**config.mk**
```make
export PLATFORM = sky130hd
export DESIGN_NAME = mat_line_fetcher_flat
export DESIGN_NICKNAME = d
export VERILOG_FILES = /design/src/rtl/mat_line_fetcher_if.sv /design/src/rtl/mat_line_fetcher.sv /design/src/flat_wrapper.sv
export SDC_FILE = /design/constraint.sdc
export NUM_CORES = 1
export LEC_CHECK = 0
export CAP_MARGIN = 20
export CORE_AREA = 2 2 125 127
export CTS_BUF_LIST = sky130_fd_sc_hd__clkbuf_16
export DETAILED_ROUTE_END_ITERATION = 10
export DIE_AREA = 0 0 127 129
export HOLD_SLACK_MARGIN = 0.08
export PLACE_DENSITY = 0.54
export SLEW_MARGIN = 20
export SYNTH_ARGS = -nofsm -noshare
export SYNTH_HDL_FRONTEND = slang
export SYNTH_SLANG_ARGS = --single-unit
```
**constraint.sdc**
```tcl
create_clock -name clk -period 2.4 [get_ports clk]
set_input_delay 0.36 -clock clk [delete_from_list [all_inputs] [get_ports clk]]
set_output_delay 0.36 -clock clk [all_outputs]
set_load 0.02 [all_outputs]
```
**src/rtl/mat_line_fetcher_if.sv**
```systemverilog
// mat_line_fetcher_if
//   Avalon-MM style read-only bus between the line fetcher (master) and the
//   line memory (slave). One read may be outstanding at a time.
//
//   address       master -> slave  32      word address of the requested line
//   read          master -> slave  1       read request, held until accepted
//   readdata      slave -> master  LINE_W  returned line
//   readdatavalid slave -> master  1       qualifies readdata
//   waitrequest   slave -> master  1       stall; request accepted when read=1 and waitrequest=0
interface mat_line_fetcher_if #(
  parameter int LINE_W = 64
) ();
  logic [31:0]       address;
  logic              read;
  logic [LINE_W-1:0] readdata;
  logic              readdatavalid;
  logic              waitrequest;

  modport master (
    output address,
    output read,
    input  readdata,
    input  readdatavalid,
    input  waitrequest
  );

  modport slave (
    input  address,
    input  read,
    output readdata,
    output readdatavalid,
    output waitrequest
  );
endinterface

```
**src/rtl/mat_line_fetcher.sv**
```systemverilog
// mat_line_fetcher
//   Read master feeding mat_vec_mult. A start pulse clears the MAC array and
//   then fetches DEPTH matrix lines followed by one vector line. Each returned
//   line is registered and presented on line_out with a one-cycle a_wren
//   (matrix line) or b_wren (vector line). Waitrequest stalls and arbitrary
//   read latency are tolerated; a missing response raises a sticky err.
//
//   clk       in   1       rising-edge clock
//   rst_n     in   1       synchronous active-low reset
//   start     in   1       begin a sequence (honoured only in IDLE or DONE)
//   bus       master modport of mat_line_fetcher_if (address/read/readdata/
//             readdatavalid/waitrequest)
//   clr       out  1       one-cycle MAC clear
//   a_wren    out  1       matrix line write strobe
//   b_wren    out  1       vector line write strobe
//   line_out  out  LINE_W  registered line, byte i drives lane i
//   line_idx  out  4       index of the line being requested or written
//   busy      out  1       sequence in progress
//   done      out  1       sequence finished (successfully or by timeout)
//   err       out  1       sticky timeout flag
//
//   Every output is either a register or a decode of the state register, so
//   no input reaches an output combinationally.
module mat_line_fetcher #(
  parameter int DATA_WIDTH = 8,
  parameter int DEPTH      = 8,
  parameter int BASE_ADDR  = 0,
  parameter int TIMEOUT    = 255,
  parameter int LINE_W     = DATA_WIDTH * DEPTH
) (
  input  logic                clk,
  input  logic                rst_n,
  input  logic                start,
  mat_line_fetcher_if.master  bus,
  output logic                clr,
  output logic                a_wren,
  output logic                b_wren,
  output logic [LINE_W-1:0]   line_out,
  output logic [3:0]          line_idx,
  output logic                busy,
  output logic                done,
  output logic                err
);

  localparam int          CNT_W    = (TIMEOUT < 2) ? 1 : $clog2(TIMEOUT + 1);
  localparam logic [CNT_W-1:0] TO_LAST = CNT_W'(TIMEOUT - 1);
  localparam logic [3:0]  LAST_IDX = 4'(DEPTH);
  localparam logic [31:0] BASE32   = 32'(BASE_ADDR);

  typedef enum logic [2:0] {
    IDLE      = 3'd0,
    CLEAR     = 3'd1,
    REQ       = 3'd2,
    WAIT_DATA = 3'd3,
    WRITE     = 3'd4,
    DONE      = 3'd5
  } state_t;

  state_t            state_q, state_d;
  logic [3:0]        idx_q,   idx_d;
  logic [CNT_W-1:0]  cnt_q,   cnt_d;
  logic [LINE_W-1:0] line_q,  line_d;
  logic              err_q,   err_d;

  // ---- state and datapath registers ----
  always_ff @(posedge clk) begin
    if (!rst_n) begin
      state_q <= IDLE;
      idx_q   <= '0;
      cnt_q   <= '0;
      line_q  <= '0;
      err_q   <= 1'b0;
    end else begin
      state_q <= state_d;
      idx_q   <= idx_d;
      cnt_q   <= cnt_d;
      line_q  <= line_d;
      err_q   <= err_d;
    end
  end

  // ---- next-state and register updates ----
  always_comb begin
    state_d = state_q;
    idx_d   = idx_q;
    cnt_d   = cnt_q;
    line_d  = line_q;
    err_d   = err_q;

    unique case (state_q)
      IDLE: begin
        if (start) state_d = CLEAR;
      end

      CLEAR: begin
        idx_d   = '0;
        err_d   = 1'b0;
        state_d = REQ;
      end

      // readdatavalid is deliberately not looked at here: with only one read
      // outstanding, anything arriving now is a leftover and must be dropped.
      REQ: begin
        if (!bus.waitrequest) begin
          cnt_d   = '0;
          state_d = WAIT_DATA;
        end
      end

      // The counter counts response-less cycles; after TIMEOUT of them the
      // sequence is abandoned without issuing a strobe.
      WAIT_DATA: begin
        if (bus.readdatavalid) begin
          line_d  = bus.readdata;
          state_d = WRITE;
        end else if (cnt_q == TO_LAST) begin
          cnt_d   = cnt_q + CNT_W'(1);
          err_d   = 1'b1;
          state_d = DONE;
        end else begin
          cnt_d   = cnt_q + CNT_W'(1);
        end
      end

      // idx stays at DEPTH after the vector line so line_idx keeps pointing
      // at the last line written while in DONE.
      WRITE: begin
        if (idx_q == LAST_IDX) begin
          state_d = DONE;
        end else begin
          idx_d   = idx_q + 4'd1;
          state_d = REQ;
        end
      end

      DONE: begin
        if (start) state_d = CLEAR;
      end

      default: state_d = IDLE;
    endcase
  end

  // ---- output decode ----
  always_comb begin
    clr    = (state_q == CLEAR);
    a_wren = (state_q == WRITE) && (idx_q != LAST_IDX);
    b_wren = (state_q == WRITE) && (idx_q == LAST_IDX);
    busy   = (state_q != IDLE) && (state_q != DONE);
    done   = (state_q == DONE);
  end

  // The address is only driven during a request so the bus idles at zero.
  assign bus.read    = (state_q == REQ);
  assign bus.address = (state_q == REQ) ? (BASE32 + {28'd0, idx_q}) : 32'd0;
  assign line_out    = line_q;
  assign line_idx    = idx_q;
  assign err         = err_q;

endmodule

```
**src/flat_wrapper.sv**
```systemverilog
// flat-port wrapper written by rule: the top's interface ports become plain ports
module mat_line_fetcher_flat 
#(
  parameter int DATA_WIDTH = 8,
  parameter int DEPTH      = 8,
  parameter int BASE_ADDR  = 0,
  parameter int TIMEOUT    = 255,
  parameter int LINE_W     = DATA_WIDTH * DEPTH
)
  (clk, rst_n, start, clr, a_wren, b_wren, line_out, line_idx, busy, done, err, bus_address, bus_read, bus_readdata, bus_readdatavalid, bus_waitrequest);
  mat_line_fetcher_if #(.LINE_W(LINE_W)) bus_i ();
  input  logic clk;
  input  logic rst_n;
  input  logic start;
  output logic clr;
  output logic a_wren;
  output logic b_wren;
  output logic [LINE_W-1:0] line_out;
  output logic [3:0] line_idx;
  output logic busy;
  output logic done;
  output logic err;
  output wire logic [$bits(bus_i.address)-1:0] bus_address;
  output wire logic [$bits(bus_i.read)-1:0] bus_read;
  input wire logic [$bits(bus_i.readdata)-1:0] bus_readdata;
  input wire logic [$bits(bus_i.readdatavalid)-1:0] bus_readdatavalid;
  input wire logic [$bits(bus_i.waitrequest)-1:0] bus_waitrequest;
  assign bus_address = bus_i.address;
  assign bus_read = bus_i.read;
  assign bus_i.readdata = bus_readdata;
  assign bus_i.readdatavalid = bus_readdatavalid;
  assign bus_i.waitrequest = bus_waitrequest;
  mat_line_fetcher #(.DATA_WIDTH(DATA_WIDTH), .DEPTH(DEPTH), .BASE_ADDR(BASE_ADDR), .TIMEOUT(TIMEOUT), .LINE_W(LINE_W)) u_core (.clk(clk), .rst_n(rst_n), .start(start), .bus(bus_i), .clr(clr), .a_wren(a_wren), .b_wren(b_wren), .line_out(line_out), .line_idx(line_idx), .busy(busy), .done(done), .err(err));
endmodule
```
==> impl_metrics.prom, run 1 <==
# TYPE chip_impl_metric gauge
chip_impl_info{name="run_status",value="finished clean"} 1
chip_impl_metric{name="initial_utilization",unit=""} 0.236
chip_impl_metric{name="detail_route.iter0.violations",unit=""} 123
chip_impl_metric{name="synth_area_per_cell",unit="um2"} 8.37
chip_impl_metric{name="cp_max_fo",unit=""} 11
chip_impl_info{name="area_contributors_post_synth",value="dfxtp_1 (45%), nand2_1 (14%), a21boi_1 (13%)"} 1
chip_impl_metric{name="wire_per_inst",unit="um"} 12.5
chip_impl_metric{name="worst_case_setup_margin_in_the_final_layout",unit="ns"} 0.149
chip_impl_metric{name="timing.critical_path.required",unit="ns"} 2.04
chip_impl_metric{name="period_share",unit=""} 0.938
chip_impl_metric{name="portBuffers",unit=""} 147
chip_impl_metric{name="synth_sequential_area_ratio",unit=""} 0.452
chip_impl_metric{name="areaGrowthSynthToFinish",unit="%"} 51.1
chip_impl_metric{name="drtPass1Iterations",unit=""} 4
chip_impl_metric{name="totalNegativeSetupSlack",unit="ns"} 0
chip_impl_info{name="regToRegEndpoint",value="u_core.line_out[13]"} 1
chip_impl_metric{name="post_route_cells_drive_above_1_share",unit=""} 0.0616
chip_impl_metric{name="max_cap_viol_count",unit=""} 0
chip_impl_metric{name="diodes",unit=""} 0
chip_impl_metric{name="worstSkewPairLatency",unit="ns"} 0.34
chip_impl_metric{name="core.rowCount",unit=""} 45
chip_impl_info{name="worstHoldStart",value="rst_n"} 1
chip_impl_info{name="class_of_the_most_critical_setup_path",value="reg -> out"} 1
chip_impl_metric{name="cts.htree.levels",unit=""} 3
chip_impl_metric{name="cp_slowest_stage_delay",unit="ns"} 0.53
chip_impl_info{name="cts_tree",value="built"} 1
chip_impl_metric{name="timing_max_transition_violations_final",unit=""} 0
chip_impl_metric{name="vdd_drop_max",unit="mV"} 0.454
chip_impl_metric{name="fp.coreArea",unit="mm2"} 0.0150
chip_impl_metric{name="p_leak",unit="nW"} 1.90
chip_impl_metric{name="cts_max_path_buffers",unit=""} 2
chip_impl_metric{name="synth_largest_type_area_fraction",unit=""} 0.452
chip_impl_metric{name="cts.hold.buffers_added",unit=""} 0
chip_impl_metric{name="floorplan.die_area",unit="mm2"} 0.0164
chip_impl_metric{name="r2r_cell_count",unit=""} 6
chip_impl_metric{name="slew_headroom",unit=""} 0.587
chip_impl_metric{name="comb_power_share",unit=""} 0.245
chip_impl_metric{name="place_congestion",unit=""} 0.856
chip_impl_metric{name="cts_num_sinks",unit=""} 80
chip_impl_metric{name="die_height",unit="um"} 129
chip_impl_metric{name="power.internal",unit="mW"} 2.77
chip_impl_metric{name="switching_power",unit="mW"} 1.16
chip_impl_metric{name="remaining_drc_errors",unit=""} 0
chip_impl_metric{name="number_of_nets_with_antenna_violations_after_detailed_routing",unit=""} 0
chip_impl_metric{name="io_pins",unit=""} 176
chip_impl_metric{name="synth.cell_area",unit="mm2"} 0.00354
chip_impl_metric{name="p_per_area",unit="mW/mm2"} 734
chip_impl_metric{name="timing.final.setup_violations",unit=""} 0
chip_impl_info{name="start_kind",value="register"} 1
chip_impl_info{name="primary_flip_flop_cell_chosen_by_synthesis_mapping",value="dfxtp_1"} 1
chip_impl_metric{name="max_freq",unit="MHz"} 444
chip_impl_metric{name="arrival",unit="ns"} 1.89
chip_impl_metric{name="max_slew.worst_pin.slew",unit="ns"} 0.619
chip_impl_info{name="synth.most_common_cell",value="nand2_1"} 1
chip_impl_metric{name="synth_enable_flop_cells",unit=""} 0
chip_impl_metric{name="first_global_vias",unit=""} 2921
chip_impl_metric{name="grt_use_total",unit=""} 0.111
chip_impl_metric{name="place_worst_setup_slack",unit="ns"} 0.241
chip_impl_info{name="synth.cells.most_frequent",value="nand2_1 (134), dfxtp_1 (80), a21boi_1 (60)"} 1
chip_impl_info{name="unrepaired_setup_endpoints_after_global_routing",value="false"} 1
chip_impl_info{name="hold_path.class",value="in -> reg"} 1
chip_impl_metric{name="grt_max_degree",unit=""} 70
chip_impl_info{name="crit_family",value="buffers and inverters"} 1
chip_impl_metric{name="dieWidth",unit="um"} 127
chip_impl_metric{name="dp.final_hpwl",unit="um"} 6670
chip_impl_metric{name="route.final.wire_length",unit="um"} 9430
chip_impl_metric{name="finalClockSkew",unit="ns"} 0.00326
chip_impl_metric{name="final_util",unit=""} 0.357
chip_impl_info{name="cts_root_buf",value="clkbuf_16"} 1
chip_impl_info{name="worst_path_max_delay_cell",value="clkdlybuf4s50_1"} 1
chip_impl_metric{name="postSynthCellCount",unit=""} 423
chip_impl_metric{name="synth.distinct_cells",unit=""} 40
chip_impl_metric{name="hold_depth",unit=""} 3
chip_impl_metric{name="cts-buffers-inserted",unit=""} 9
chip_impl_metric{name="power.switching_fraction",unit=""} 0.295
chip_impl_info{name="path_cells",value="and2b_2, nand2b_2, inv_1, and2_1, clkdlybuf4s50_1"} 1
chip_impl_metric{name="async_flop_share",unit=""} 0
chip_impl_metric{name="final.min_clock_period",unit="ns"} 2.25
chip_impl_metric{name="pwr-share-clk",unit=""} 0.368
chip_impl_metric{name="cts.reportedPaths.clkPinSlew",unit="ns"} 0.06
chip_impl_metric{name="global_route_wire_length_before_repair",unit="um"} 14500
chip_impl_metric{name="overflow",unit=""} 0
chip_impl_metric{name="hold_viol",unit=""} 0
chip_impl_info{name="crit-reg2reg-launch",value="u_core.state_q[2]"} 1
chip_impl_metric{name="antenna_found_initial",unit=""} 0
chip_impl_metric{name="ys_seq_elements",unit=""} 80
chip_impl_metric{name="vias",unit=""} 3194
chip_impl_metric{name="final_nets",unit=""} 636
chip_impl_metric{name="worst_reg_to_reg_setup_slack",unit="ns"} 0.67
chip_impl_info{name="endpoint_worst_hold",value="u_core.state_q[0]"} 1
chip_impl_info{name="synth.largest_area_cell",value="dfxtp_1"} 1
chip_impl_metric{name="yosysWarningCount",unit=""} 0
chip_impl_info{name="worst_setup_path_end_kind",value="output port"} 1
chip_impl_metric{name="worst-path-buf-inv",unit=""} 2
chip_impl_metric{name="route.detailed.vias_per_inst",unit=""} 4.22
chip_impl_metric{name="share_seq_of_total_power",unit=""} 0.387
power groups by stage:
stage,logic (mW),registers [mW],clock network (mW)
6_report,0.962,1.52,1.44
5_1_grt,1.05,1.54,1.55
3_3_place_gp,0.954,1.54,0
2_1_floorplan,0.583,1.57,0
4_1_cts,0.970,1.51,1.50
3_5_place_dp,0.957,1.54,0
cell families (layout without fill, tap and decap cells):
logic type	count (synthesis)	after routing	share of synthesized area
AND/OR/NAND/NOR	182	182	0.226
AO/OA/AOI/OAI	92	92	0.183
flip-flops	80	80	0.452
buffers and inverters	59	177	0.110
adder cells (fa/ha/maj)	4	4	0.0141
XOR/XNOR	3	3	0.00742
multiplexers	2	2	0.00671
other	1	28	0.00106
flip-flops by register name (all words and copies together) (netlist names):
name	count
u_core.cnt_q	8
u_core.err	1
u_core.line_idx	4
u_core.line_out	64
u_core.state_q	3
worst max path at each step:
stage / startpoint / to / slack (ns) / depth (start not counted)
floorplan: u_core.line_idx[0] / u_core.line_idx[3] / 0.75 / 6
global placement: u_core.state_q[2] / bus_address[3] / 0.26 / 5
detailed placement: u_core.state_q[2] / bus_address[3] / 0.24 / 5
CTS: u_core.state_q[0] / clr / 0.08 / 2
global route: u_core.state_q[2] / bus_address[3] / 0.04 / 5
finish: u_core.state_q[2] / bus_address[3] / 0.15 / 5
stage by stage:
step           hold slack [ns]  cells  power (mW)  instance area [um2]
6_report                 0.308    756        3.93                 5350
5_1_grt                  0.308    756        4.14                 5350
4_1_cts                  0.296    756        3.99                 5350
3_5_place_dp             0.444    739        2.50                 5030
3_3_place_gp             0.441    739        2.49                 5030
2_1_floorplan            0.454    450        2.16                 3640
cell usage in the layout, fill, tap and decap left out, types with 2 or more instances in the layout:
cell type / n
clkbuf_16: 9
dfxtp_1: 77
xor2_1: 3
clkdlybuf4s50_1: 144
and4_1: 2
o211ai_1: 3
inv_1: 8
nand2_1: 134
clkinvlp_4: 2
ha_1: 4
and2_1: 3
nand4_1: 2
bufinv_16: 2
nor2_1: 12
a21boi_0: 5
a21oi_1: 9
nor2b_1: 4
dfxtp_2: 3
o221a_2: 2
or3_1: 4
nand3_1: 6
a21boi_1: 60
o21ai_0: 11
nand2b_1: 2
conb_1: 28
nand3b_1: 2
dlygate4sd2_1: 2
buf_4: 7
cell type report:
type	instances	area [um2]
Fill cell	1511	9630
Multi-Input combinational cell	311	1660
Sequential cell	80	1610
Timing Repair Buffer	154	1520
Tap cell	188	235
Clock buffer	9	225
Clock inverter	7	87.6
Inverter	7	26.3
routing by layer:
layer  vias up  GRT usage  part of all wire
met3         6     0.0507             0.085
li1       1604          -                 -
met1      1460      0.139              0.46
met4         0     0.0317            0.0094
met5         -          0                 0
met2       124      0.175              0.45
worst reg2reg max path, stage by stage (launching register included):
cell	delay (ns)
dfxtp_2	0.38
and2b_2	0.25
buf_4	0.15
and3_2	0.22
buf_4	0.37
nand2_1	0.12
a21boi_0	0.16
repair_timing:
| item | 4_1_cts | 5_1_grt |
|---|---|---|
| endpoints found under the setup margin | 7 | 3 |
| setup buffers | 1 | 0 |
| resized for setup | 4 | 2 |
(Power assumes the default switching activity.)
==> inputs of run 2 (changes only) <==
--- a/config.mk
+++ b/config.mk
@@ -5,7 +5,6 @@
 export SDC_FILE = /design/constraint.sdc
 export NUM_CORES = 1
 export LEC_CHECK = 0
-export CAP_MARGIN = 20
 export CORE_AREA = 2 2 125 127
 export CTS_BUF_LIST = sky130_fd_sc_hd__clkbuf_16
 export DETAILED_ROUTE_END_ITERATION = 10
==> results of run 2 <==
Final layout, timing and power as in run 1 (identical DEF).
